**src/rtl/elem_env_player.sv**
```systemverilog
// rtl/elem_env_player.sv - per-element envelope player: command latch, envelope fetch, amplitude scaling
module elem_env_player #(
    parameter int ENV_ADDR_WIDTH = 12,
    parameter int ENV_RD_LAT     = 3,
    parameter int AMP_WIDTH      = 16,
    parameter int FREQ_WIDTH     = 9,
    parameter int PHASE_WIDTH    = 17,
    parameter int MODE_WIDTH     = 2
) (
    input  logic                      clk,
    input  logic                      reset,
    input  logic                      cmdstb,
    input  logic [ENV_ADDR_WIDTH-1:0] envstart,
    input  logic [ENV_ADDR_WIDTH-1:0] envlength,
    input  logic [AMP_WIDTH-1:0]      ampx,
    input  logic [FREQ_WIDTH-1:0]     freqaddr,
    input  logic [PHASE_WIDTH-1:0]    pini,
    input  logic [MODE_WIDTH-1:0]     mode,
    output logic                      busy,
    output logic                      done,
    output logic                      overrun,
    output logic [ENV_ADDR_WIDTH-1:0] env_addr,
    output logic                      env_rden,
    input  logic [31:0]               env_rdata,
    output logic                      out_valid,
    output logic [15:0]               out_i,
    output logic [15:0]               out_q,
    output logic                      out_first,
    output logic                      out_last,
    output logic [FREQ_WIDTH-1:0]     out_freqaddr,
    output logic [PHASE_WIDTH-1:0]    out_pini,
    output logic [MODE_WIDTH-1:0]     out_mode
);

    localparam int PROD_WIDTH = 16 + AMP_WIDTH;
    localparam logic [ENV_ADDR_WIDTH-1:0] ADDR_ONE = {{(ENV_ADDR_WIDTH-1){1'b0}}, 1'b1};

    typedef enum logic [1:0] {IDLE, PLAY, DRAIN} state_t;

    state_t                     state;
    logic [ENV_ADDR_WIDTH-1:0]  remaining;
    logic                       env_first;
    logic                       env_last;
    logic [AMP_WIDTH-1:0]       amp_r;

    logic [ENV_RD_LAT-1:0]      vld_pipe;
    logic [ENV_RD_LAT-1:0]      first_pipe;
    logic [ENV_RD_LAT-1:0]      last_pipe;

    logic                       mul_valid;
    logic                       mul_first;
    logic                       mul_last;
    logic signed [PROD_WIDTH-1:0] mul_i;
    logic signed [PROD_WIDTH-1:0] mul_q;
    logic signed [PROD_WIDTH-1:0] i_ext;
    logic signed [PROD_WIDTH-1:0] q_ext;
    logic signed [PROD_WIDTH-1:0] amp_ext;

    // Sign-extend the envelope halves and zero-extend the gain so one signed multiply covers both
    always_comb begin
        i_ext    = {{AMP_WIDTH{env_rdata[15]}}, env_rdata[15:0]};
        q_ext    = {{AMP_WIDTH{env_rdata[31]}}, env_rdata[31:16]};
        amp_ext  = {16'b0, amp_r};
        env_last = env_rden && (remaining == ADDR_ONE);
    end

    // Command FSM: accepts in IDLE, issues one read per PLAY cycle, waits in DRAIN for the last sample
    always_ff @(posedge clk) begin
        if (reset) begin
            state        <= IDLE;
            busy         <= 1'b0;
            done         <= 1'b0;
            overrun      <= 1'b0;
            env_rden     <= 1'b0;
            env_addr     <= '0;
            remaining    <= '0;
            env_first    <= 1'b0;
            amp_r        <= '0;
            out_freqaddr <= '0;
            out_pini     <= '0;
            out_mode     <= '0;
        end else begin
            done <= 1'b0;
            if (cmdstb && state != IDLE) begin
                overrun <= 1'b1;
            end
            case (state)
                IDLE: begin
                    if (cmdstb) begin
                        amp_r        <= ampx;
                        out_freqaddr <= freqaddr;
                        out_pini     <= pini;
                        out_mode     <= mode;
                        remaining    <= envlength;
                        if (envlength != '0) begin
                            state     <= PLAY;
                            busy      <= 1'b1;
                            env_rden  <= 1'b1;
                            env_addr  <= envstart;
                            env_first <= 1'b1;
                        end else begin
                            // Empty pulse: report completion without touching memory
                            done <= 1'b1;
                        end
                    end
                end
                PLAY: begin
                    env_first <= 1'b0;
                    if (remaining == ADDR_ONE) begin
                        env_rden <= 1'b0;
                        state    <= DRAIN;
                    end else begin
                        env_addr  <= env_addr + ADDR_ONE;
                        remaining <= remaining - ADDR_ONE;
                    end
                end
                DRAIN: begin
                    if (out_valid && out_last) begin
                        state <= IDLE;
                        busy  <= 1'b0;
                        done  <= 1'b1;
                    end
                end
                default: begin
                    state <= IDLE;
                    busy  <= 1'b0;
                end
            endcase
        end
    end

    // Read-valid delay line, two-stage scaling pipeline and sample tagging
    always_ff @(posedge clk) begin
        if (reset) begin
            vld_pipe   <= '0;
            first_pipe <= '0;
            last_pipe  <= '0;
            mul_valid  <= 1'b0;
            mul_first  <= 1'b0;
            mul_last   <= 1'b0;
            mul_i      <= '0;
            mul_q      <= '0;
            out_valid  <= 1'b0;
            out_first  <= 1'b0;
            out_last   <= 1'b0;
            out_i      <= '0;
            out_q      <= '0;
        end else begin
            vld_pipe[0]   <= env_rden;
            first_pipe[0] <= env_rden && env_first;
            last_pipe[0]  <= env_last;
            for (int j = 1; j < ENV_RD_LAT; j++) begin
                vld_pipe[j]   <= vld_pipe[j-1];
                first_pipe[j] <= first_pipe[j-1];
                last_pipe[j]  <= last_pipe[j-1];
            end
            mul_valid <= vld_pipe[ENV_RD_LAT-1];
            mul_first <= first_pipe[ENV_RD_LAT-1];
            mul_last  <= last_pipe[ENV_RD_LAT-1];
            if (vld_pipe[ENV_RD_LAT-1]) begin
                mul_i <= i_ext * amp_ext;
                mul_q <= q_ext * amp_ext;
            end
            out_valid <= mul_valid;
            out_first <= mul_valid && mul_first;
            out_last  <= mul_valid && mul_last;
            // Arithmetic shift floors toward -inf; the result always fits 16 bits
            if (mul_valid) begin
                out_i <= 16'(mul_i >>> AMP_WIDTH);
                out_q <= 16'(mul_q >>> AMP_WIDTH);
            end
        end
    end

endmodule

```
**config.mk**
```make
export PLATFORM = sky130hd
export DESIGN_NAME = elem_env_player
export DESIGN_NICKNAME = d
export VERILOG_FILES = /design/src/rtl/elem_env_player.sv
export SDC_FILE = /design/constraint.sdc
export NUM_CORES = 1
export LEC_CHECK = 0
export CORE_MARGIN = 4
export CORE_UTILIZATION = 60
export CTS_CLUSTER_SIZE = 40
export DETAILED_ROUTE_END_ITERATION = 8
export PLACE_DENSITY_LB_ADDON = 0.25
export SYNTH_ARGS = -nofsm -noshare
export SYNTH_HDL_FRONTEND = slang
export SYNTH_SLANG_ARGS = --single-unit
```
**constraint.sdc**
```tcl
create_clock -name clk -period 18.74 [get_ports clk]
set_input_delay 1.874 -clock clk [delete_from_list [all_inputs] [get_ports clk]]
set_output_delay 1.874 -clock clk [all_outputs]
set_load 0.02 [all_outputs]
```
==> results.md, run 1 <==
Status:
- The run finished with clean final reports.

Floorplanning:
- 182 I/O pins were placed.
- The total area inside the core boundary comes to 36700 µm².
- The height of the die is 201.1 µm.
- The die is 201.1 µm wide.
- The floorplan has 70 rows.
- The floorplan step defined a die boundary enclosing 40440 µm².
- The initial utilization of the core area, before any placement, comes to 0.6095.

Critical path:
- By startpoint and endpoint, the worst setup path is classified as in -> reg.
- The worst setup path is captured at a flop.
- The number of buffers and inverters on the critical path is 5.
- Along the worst path, the maximum fanout reaches 16.
- The gate family responsible for the most delay along the worst path is adder cells.
- The signal on the critical path passes through clkdlybuf4s50_1 -> and2_1 -> fa_1 -> inv_1 -> fa_1 -> fa_1 -> inv_1 -> fa_1 -> fa_1 -> inv_1 -> fa_1 -> inv_1 -> ha_1 -> a21oi_1 -> a21boi_0 -> a311oi_1 -> o21ai_1 -> a41oi_2 -> o21bai_1 -> a211oi_1 -> o31ai_1.
- The stage delay of the slowest cell on the critical path is 0.79 ns.
- The kind of launch point of the worst setup path is a primary input.
- For the worst setup path, the data required time is 19.03 ns.
- STA puts the critical path data arrival time at 8.77 ns.
- Among all stages on the critical path, the largest delay is contributed by clkdlybuf4s50_1.
- The library cell appearing most often on the critical path is fa_1.

Logic synthesis:
- After synthesis, the most frequently instantiated cells are inv_1, nand2_1, fa_1.
- The total nets after synthesis is 3292.
- The synthesized design spends more area on one cell type than any other, namely fa_1.
- The flop and latch count out of synthesis is 154.
- The share of flip-flops with an asynchronous set or reset after synthesis is 0.
- Sorting the synthesized cells by area gives the leading types as fa_1, dfxtp_1, ha_1.
- The average instance in the mapped netlist occupies 8.697 µm².
- Yosys printed 0 warnings.
- The number of distinct library cells after synthesis is 55.
- For this run, the leading register cell type out of synthesis is dfxtp_1.
- The part of the Yosys area used for sequential elements is 0.1378.
- The dominant cell by count in the synthesized netlist is inv_1.
- In this run, synthesis inferred 0 flip-flops with an integrated enable.
- The share of synthesized area in the top cell type comes to 0.3455.
- In this run the cell area of the synthesized design comes to 22370 µm².
- The count of mapped cells out of synthesis is 2572.

Drt:
- The number of search-and-repair iterations in the first detailed-routing pass is 5.
- In the final routed layout, each cell accounts on average for 17.90 µm.
- After detailed routing, the total wire length is 56370 µm.
- The final route contains 17900 vias.
- In this run, the number of DRC markers left after iteration 0 of detailed routing was 1098.
- Once detail routing completed, the nets flagged for antenna violations numbered 0.
- The number of vias per cell after detailed routing is 5.685.
- In the routed design, unresolved DRC markers number 0.

STA:
- The minimum clock period is 8.475 ns.
- The hold violation count in the final report is 0.
- The worst-case clock skew is 0.01850 ns.
- The tightest hold path in the finished design has a slack of 0.4361 ns.
- Dividing the final minimum period by the clock period gives 0.4522.
- The final setup violation count is 0.
- The number of max-slew violations in the final report is 0.
- The worst slew margin relative to its limit is 0.2394.
- At the pin with the least slew margin, the transition time is 1.141 ns.
- Setup repair after global routing left no endpoint under its margin.
- Based on the critical path, the design can be clocked at up to 118.0 MHz.
- After routing, the total negative slack on setup checks comes to 0 ns.

Clocking:
- Clock-pin slew was measured on the worst setup and hold paths at 0.06 ns.
- In this run, post-CTS hold repair placed 0 buffers.
- TritonCTS built the clock tree.
- Counting the buffers created by CTS gives 17.
- Clock tree synthesis selected as its root buffer the cell clkbuf_16.
- The number of gates resized after cts is 0.
- The maximum number of buffers from clock root to sink is 2.
- Post-CTS timing repair inserted 0 buffers for setup.
- The number of clock sinks is 154.
- The later pin in the worst-skew pair is clocked with a latency of 0.46 ns.
- CTS built an H-tree with a depth of 4.

Pwr:
- The internal cell power is 1.025 mW.
- The power density over the cells is 75.76 nW/µm².
- In this run the power spent charging and discharging nets is 0.8708 mW.
- The share of total power dissipated in sequential elements is 0.192.
- The analysis attributes to cell leakage a power of 12.01 nW.
- The proportion of power drawn by combinational gates is 0.623.
- The share of total power dissipated in the clock network is 0.185.
- Of the total power, the share spent switching nets is 0.4592.
- The maximum vdd drop is 0.00007212 V.

Place:
- The count of placed standard cells including taps is 3118.
- The post-detailed-placement half-perimeter wirelength is 42360 µm.
- Port buffering added 181 buffers.
- At the end of routability-driven placement, the weighted congestion stood at 0.9311.
- The placed instances occupy a cell area of 24460 µm².

Global route:
- Across every metal layer, demand over resource in global routing totals 0.2877.
- After global routing the overflow that remains totals 0.
- The via count of the first global-routing pass came to 19570.
- The largest net degree at the start of global routing is 79.
- The initial antenna violation count is 0.
- The first global-routing pass estimated 95030 µm of wire.

Run:
- The number of violations of the max-capacitance limit is 0.

Layout:
- Fill cells in the final layout number 2955.
- In the final design database the tool counted 3389 nets.
- The repair_antennas step left the layout with diodes totalling 0.
- The number of cells in the finished layout apart from fillers is 3149.
- Of the cells placed in the final design, the portion with a size suffix greater than 1 is 0.02238.
- Relative to the synthesized area, the layout overhead comes to 11.90%.
- At the end of the flow the core is filled with cells to 0.6821.
- The finished cells cover 25030 µm².

Hold path:
- The path class of the tightest hold or removal check is reg -> reg.
-- path summary, 6_finish.rpt --
kind                                          endpoint  slack, ns  cells past startpoint              startpoint
worst min-delay path            vld_pipe[2]$_SDFF_PP0_       0.44                      1  vld_pipe[1]$_SDFF_PP0_
worst max register to register  mul_i[29]$_SDFFE_PP0P_      11.48                     21   amp_r[6]$_SDFFE_PP0P_
worst max-delay path            mul_i[29]$_SDFFE_PP0P_      10.26                     21            env_rdata[5]
worst min register to register  vld_pipe[2]$_SDFF_PP0_       0.44                      1  vld_pipe[1]$_SDFF_PP0_
-- routing by layer --
metal  share of wire  global-route usage
met1            0.39              0.3633
met4           0.036              0.1123
met3           0.096             0.07512
met5               0                   0
met2            0.48              0.4769
-- power by group through the flow --
stage                     Clock [mW]  Combinational (mW)  Sequential (mW)
after floorplan                    0               0.845            0.373
after global placement             0                1.12            0.370
after detailed placement           0                1.16            0.371
after CTS                      0.357                1.18            0.364
after global routing           0.371                1.34            0.367
final                          0.350                1.18            0.365
-- worst reg2reg max path, stage by stage (launching register included) --
cell	delay (ns)
dfxtp_1	0.88
buf_4	0.39
and2_1	0.21
fa_1	0.42
inv_1	0.08
fa_1	0.45
fa_1	0.46
fa_1	0.50
inv_1	0.06
fa_1	0.53
inv_1	0.05
fa_1	0.47
inv_1	0.04
ha_1	0.36
a21oi_1	0.26
a21boi_0	0.16
a311oi_1	0.59
o21ai_1	0.33
a41oi_2	0.37
o21bai_1	0.14
a211oi_1	0.26
o31ai_1	0.09
-- cell families after synthesis --
group                    Yosys count  share of synthesized area
XOR/XNOR                          34                    0.01331
AO/OA/AOI/OAI                    267                    0.07372
buffers and inverters            607                     0.1019
flip-flops                       154                     0.1378
AND/OR/NAND/NOR                  852                     0.1803
adder cells (fa/ha/maj)          617                     0.4747
multiplexers                      41                    0.01835
-- metrics by stage --
| stage | setup slack, ns | power, mW |
|---|---|---|
| 2_1_floorplan | 11.36 | 1.218 |
| 3_3_place_gp | 10.16 | 1.494 |
| 3_5_place_dp | 10.04 | 1.533 |
| 4_1_cts | 10.49 | 1.900 |
| 5_1_grt | 10.06 | 2.077 |
| 6_report | 10.26 | 1.896 |
-- final cells by class --
cell class	count	area [µm²]	area share
multi-input cells	1811	17010	0.6796
clock inverters	11	122.6	0.004899
well taps	468	585.6	0.02339
inverters	483	1813	0.07243
flip-flops and latches	154	3084	0.1232
clock buffers	20	446.7	0.01785
repair buffers	202	1967	0.07858
-- registers in the layout (all words and copies together) (netlist names), 2 cells and up --
name and count:
amp_r 16, mul_q 16, last_pipe 3, first_pipe 3, out_i 16, vld_pipe 3
state 2, out_q 16, remaining 12, env_addr 12, out_freqaddr 9, out_pini 17
out_mode 2, mul_i 16
-- placed cells by master, fill, tap and decap left out, types with 3 or more instances in the layout --
master / synthesis / final
a211oi_1: 16 / 16
a21o_1: 18 / 18
a21oi_1: 96 / 96
a221oi_1: 6 / 6
a22oi_1: 6 / 6
a311oi_1: 4 / 4
a31oi_1: 9 / 9
and2_1: 237 / 236
and3_1: 7 / 7
buf_4: 0 / 22
clkbuf_16: 0 / 17
clkdlybuf4s50_1: 0 / 180
clkinv_2: 0 / 3
clkinvlp_4: 0 / 4
dfxtp_1: 154 / 153
fa_1: 386 / 386
ha_1: 231 / 231
inv_1: 483 / 483
mux2i_1: 41 / 41
nand2_1: 402 / 402
nand2b_1: 17 / 17
nand3_1: 26 / 26
nand3b_1: 3 / 3
nand4_1: 13 / 13
nor2_1: 102 / 102
nor2b_1: 17 / 16
nor3_1: 14 / 14
nor4_1: 4 / 4
o21a_1: 5 / 5
o21ai_0: 43 / 43
o21ai_1: 24 / 24
o21bai_1: 5 / 5
o22ai_1: 4 / 4
o31ai_1: 9 / 9
xnor2_1: 24 / 24
xor2_1: 10 / 10
No activity file was read; power rests on OpenSTA's default activity.
==> run 2, diff against run 1 <==
==> constraint.sdc (replaced) <==
create_clock -name clk -period 8 [get_ports clk]
set_input_delay 0.8 -clock clk [delete_from_list [all_inputs] [get_ports clk]]
set_output_delay 0.8 -clock clk [all_outputs]
set_load 0.02 [all_outputs]
==> results.md, run 2 (synthesized netlist as in run 1, its figures left out) <==
Status:
- The flow ran to the end, and the final reports show no timing, DRC or antenna violations.

Layout:
- The final core utilization was 0.6855 (+0.003444).
- The most common library cell in the layout ignoring fill and taps is inv_1.
- The register ranked first by flip-flop count is out_pini.
- The fraction of final layout cells with drive strength greater than 1 is 0.02856 (+0.006181).
- The antenna cell count is 0 (unchanged).
- The area growth from synthesis to layout is 12.46%.
- The number of inserted filler cells in the final layout is 2903 (-1.8%).
- The final net count is 3403 (+0.41%).
- Leaving out fill and tap cells, the most frequent cells in the layout are inv_1, nand2_1, fa_1.
- The flip-flop count of the largest register, all copies and words added came to 17 (unchanged).

Clocking:
- CTS placed an instance of clkbuf_16 at the clock tree root.
- The number of clock sinks is 154 (unchanged).
- The insertion delay of the later-clocked pin in the worst-skew pair was 0.46 ns (about the same).
- The total setup buffers inserted after CTS was 0 (unchanged).
- TritonCTS built the clock tree.
- The clock slew seen by the registers of the worst setup and hold paths is 0.07 ns (about the same).
- The maximum number of buffers from clock root to sink is 2 (unchanged).
- The count of hold-fix buffers inserted at cts is 0 (unchanged).
- The number of H-tree levels is 4 (unchanged).
- The number of gates resized after cts is 0 (unchanged).
- The number of buffers created by CTS was 17 (unchanged).

STA:
- The slew at the pin with the worst max-slew slack came to 1.211 ns (+0.06964 ns).
- The hold violation count in the final report came to 0 (unchanged).
- The worst slew margin relative to its limit is 0.1929 (-0.04643).
- The summed negative setup slack over all endpoints is 0 ns (unchanged).
- Setup repair after global routing left no endpoint under its margin.
- In the finished design, the share of the clock period the worst path needs comes to 0.8993.
- The worst-case clock skew is 0.01784 ns (-0.0006606 ns).
- The worst-case setup margin in the final layout was 0.8054 ns (-9.460 ns).
- The minimum clock period is 7.195 ns.
- The number of max-slew violations in the final report is 0 (unchanged).
- Timing would allow up to 139.0 MHz.
- The final setup violation count is 0 (unchanged).

Drt:
- The sum of met2 wire segment lengths after detailed routing is 27030 µm (+0.36%).
- The detailed-route wire length was 56210 µm (-0.27%).
- The via total after detailed routing is 17830 (-0.41%).
- The average routed wire per standard cell is 17.77 µm (-0.75%).
- The starting DRC count in detailed routing is 1063 (-3.2%).
- The remaining routing DRC violations was 0 (unchanged).
- The wire length on met1 was 22440 µm (+1.9%).
- The highest layer touched by signal routing is met5.
- The number of antenna-violating nets in the routed design is 0 (unchanged).
- The routed length on met3 is 4724 µm (-12%).
- The number of vias per cell after detailed routing is 5.635 (-0.88%).
- The number of search-and-repair iterations in the first detailed-routing pass came to 5 (unchanged).

Floorplanning:
- The height of the die came to 201.1 µm (unchanged).
- The area enclosed by the die boundary is 40440 µm² (unchanged).
- The area inside the core boundary is 36700 µm² (unchanged).
- The number of ports placed on the die boundary was 182 (unchanged).
- The initial core utilization is 0.6095 (unchanged).
- The width of the die was 201.1 µm (unchanged).
- The number of standard-cell rows in the floorplan was 70 (unchanged).

Pwr:
- The maximum vdd drop is 0.0001705 V (+140%).
- The power density over the cells is 176.4 nW/µm² (+130%).
- The power share of the sequential group is 0.193 (about the same).
- The proportion of power drawn by combinational gates came to 0.619 (-0.004).
- The clock group share of total power is 0.187 (+0.002).
- The switching fraction of total power is 0.4686 (+0.009409).
- The reported net switching power is 2.080 mW (+140%).
- The total power is 4.439 mW (+130%).
- The internal cell power came to 2.359 mW (+130%).
- The leakage power total is 12.10 nW (+0.75%).

Critical path:
- The number of cells traversed by the worst register-to-register path is 21 (unchanged).
- The data required time at the worst endpoint was 8.31 ns (-10.72 ns).
- The critical path arrival is 7.50 ns (-1.27 ns).
- The startpoint identified for the worst register-to-register timing path is amp_r[9]$_SDFFE_PP0P_.
- In this run the worst setup path begins at env_rdata[5].
- The reg-to-reg critical path endpoint is mul_i[29]$_SDFFE_PP0P_.
- The worst reg-to-reg setup slack is 1.14 ns (-10.34 ns).
- The setup path with the least slack is of type in -> reg.
- The worst setup path is captured at a flop.
- The kind of launch point of the worst setup path is a primary input.
- The endpoint of the worst setup timing path is mul_i[29]$_SDFFE_PP0P_.
- The maximum net fanout on the critical path is 16 (unchanged).

Hold path:
- The path class of the tightest hold or removal check is reg -> reg.
- The number of instances on the worst hold path was 1 (unchanged).

Run:
- The number of violations of the max-capacitance limit was 0 (unchanged).

Global route:
- The overall global routing resource usage is 0.2902 (+0.002468).
- The initial antenna violation count is 3 (+3).
- The first-pass GRT wire length is 95650 µm (+0.65%).
- The via count of the first global-routing pass came to 19450 (-0.61%).
- The global-route congestion overflow total came to 0 (unchanged).
- The largest net degree at the start of global routing is 79 (unchanged).

Place:
- The pre-CTS setup slack is 0.4593 ns (-9.582 ns).
- The final weighted congestion in routability-driven placement came to 0.9169 (-1.5%).
- The post-detailed-placement half-perimeter wirelength is 43530 µm (+2.8%).
- The count of buffers from port buffering came to 181 (unchanged).
[run 2: power groups by stage]
stage / combinational (mW) / sequential [mW] / clock [mW]
floorplan: 1.98 / 0.874 / 0
global placement: 2.65 / 0.873 / 0
detailed placement: 2.72 / 0.874 / 0
CTS: 2.75 / 0.857 / 0.849
global route: 3.13 / 0.865 / 0.877
finish: 2.75 / 0.859 / 0.830
[run 2: worst min-delay path by stage]
stage | to | startpoint | slack [ns]
finish | out_first$_SDFF_PP0_ | mul_first$_SDFF_PP0_ | 0.43
global route | vld_pipe[2]$_SDFF_PP0_ | vld_pipe[1]$_SDFF_PP0_ | 0.45
CTS | first_pipe[2]$_SDFF_PP0_ | first_pipe[1]$_SDFF_PP0_ | 0.44
detailed placement | out_first$_SDFF_PP0_ | mul_first$_SDFF_PP0_ | 0.42
global placement | out_first$_SDFF_PP0_ | mul_first$_SDFF_PP0_ | 0.42
floorplan | out_first$_SDFF_PP0_ | mul_first$_SDFF_PP0_ | 0.41
[run 2: layer usage]
layer / GRT usage / vias to the layer above
met5: 0 / -
met4: 0.1084 / 4
met3: 0.07254 / 133
met1: 0.3732 / 8858
met2: 0.4780 / 708
li1: - / 8125
[run 2: worst max-delay path, stage by stage]
cell	delay (ns)
clkdlybuf4s50_1	0.77
and2_1	0.37
fa_1	0.51
inv_1	0.05
fa_1	0.46
fa_1	0.52
inv_1	0.06
fa_1	0.49
fa_1	0.49
inv_1	0.05
fa_1	0.49
inv_1	0.05
ha_1	0.35
a21oi_1	0.21
a21boi_0	0.11
a311oi_1	0.48
o21ai_1	0.30
a41oi_2	0.37
o21bai_1	0.15
a211oi_1	0.31
o31ai_1	0.10
[run 2: area by class of cell]
cell class	instances	area (µm²)	share of cell area
tap	468	585.6	0.02328
multi-input combinational	1811	17010	0.6762
clock buffer	17	425.4	0.01691
timing repair buffer	216	2072	0.08236
sequential	154	3084	0.1226
clock inverter	15	165.2	0.006565
inverter	483	1813	0.07207
[run 2: stage by stage]
stage               area [µm²]  instances  hold slack [ns]
floorplan                22370       2572           0.4057
global placement         24570       3132           0.4184
detailed placement       24570       3132           0.4245
CTS                      25160       3164           0.4403
global route             25160       3164           0.4501
finish                   25160       3164           0.4349
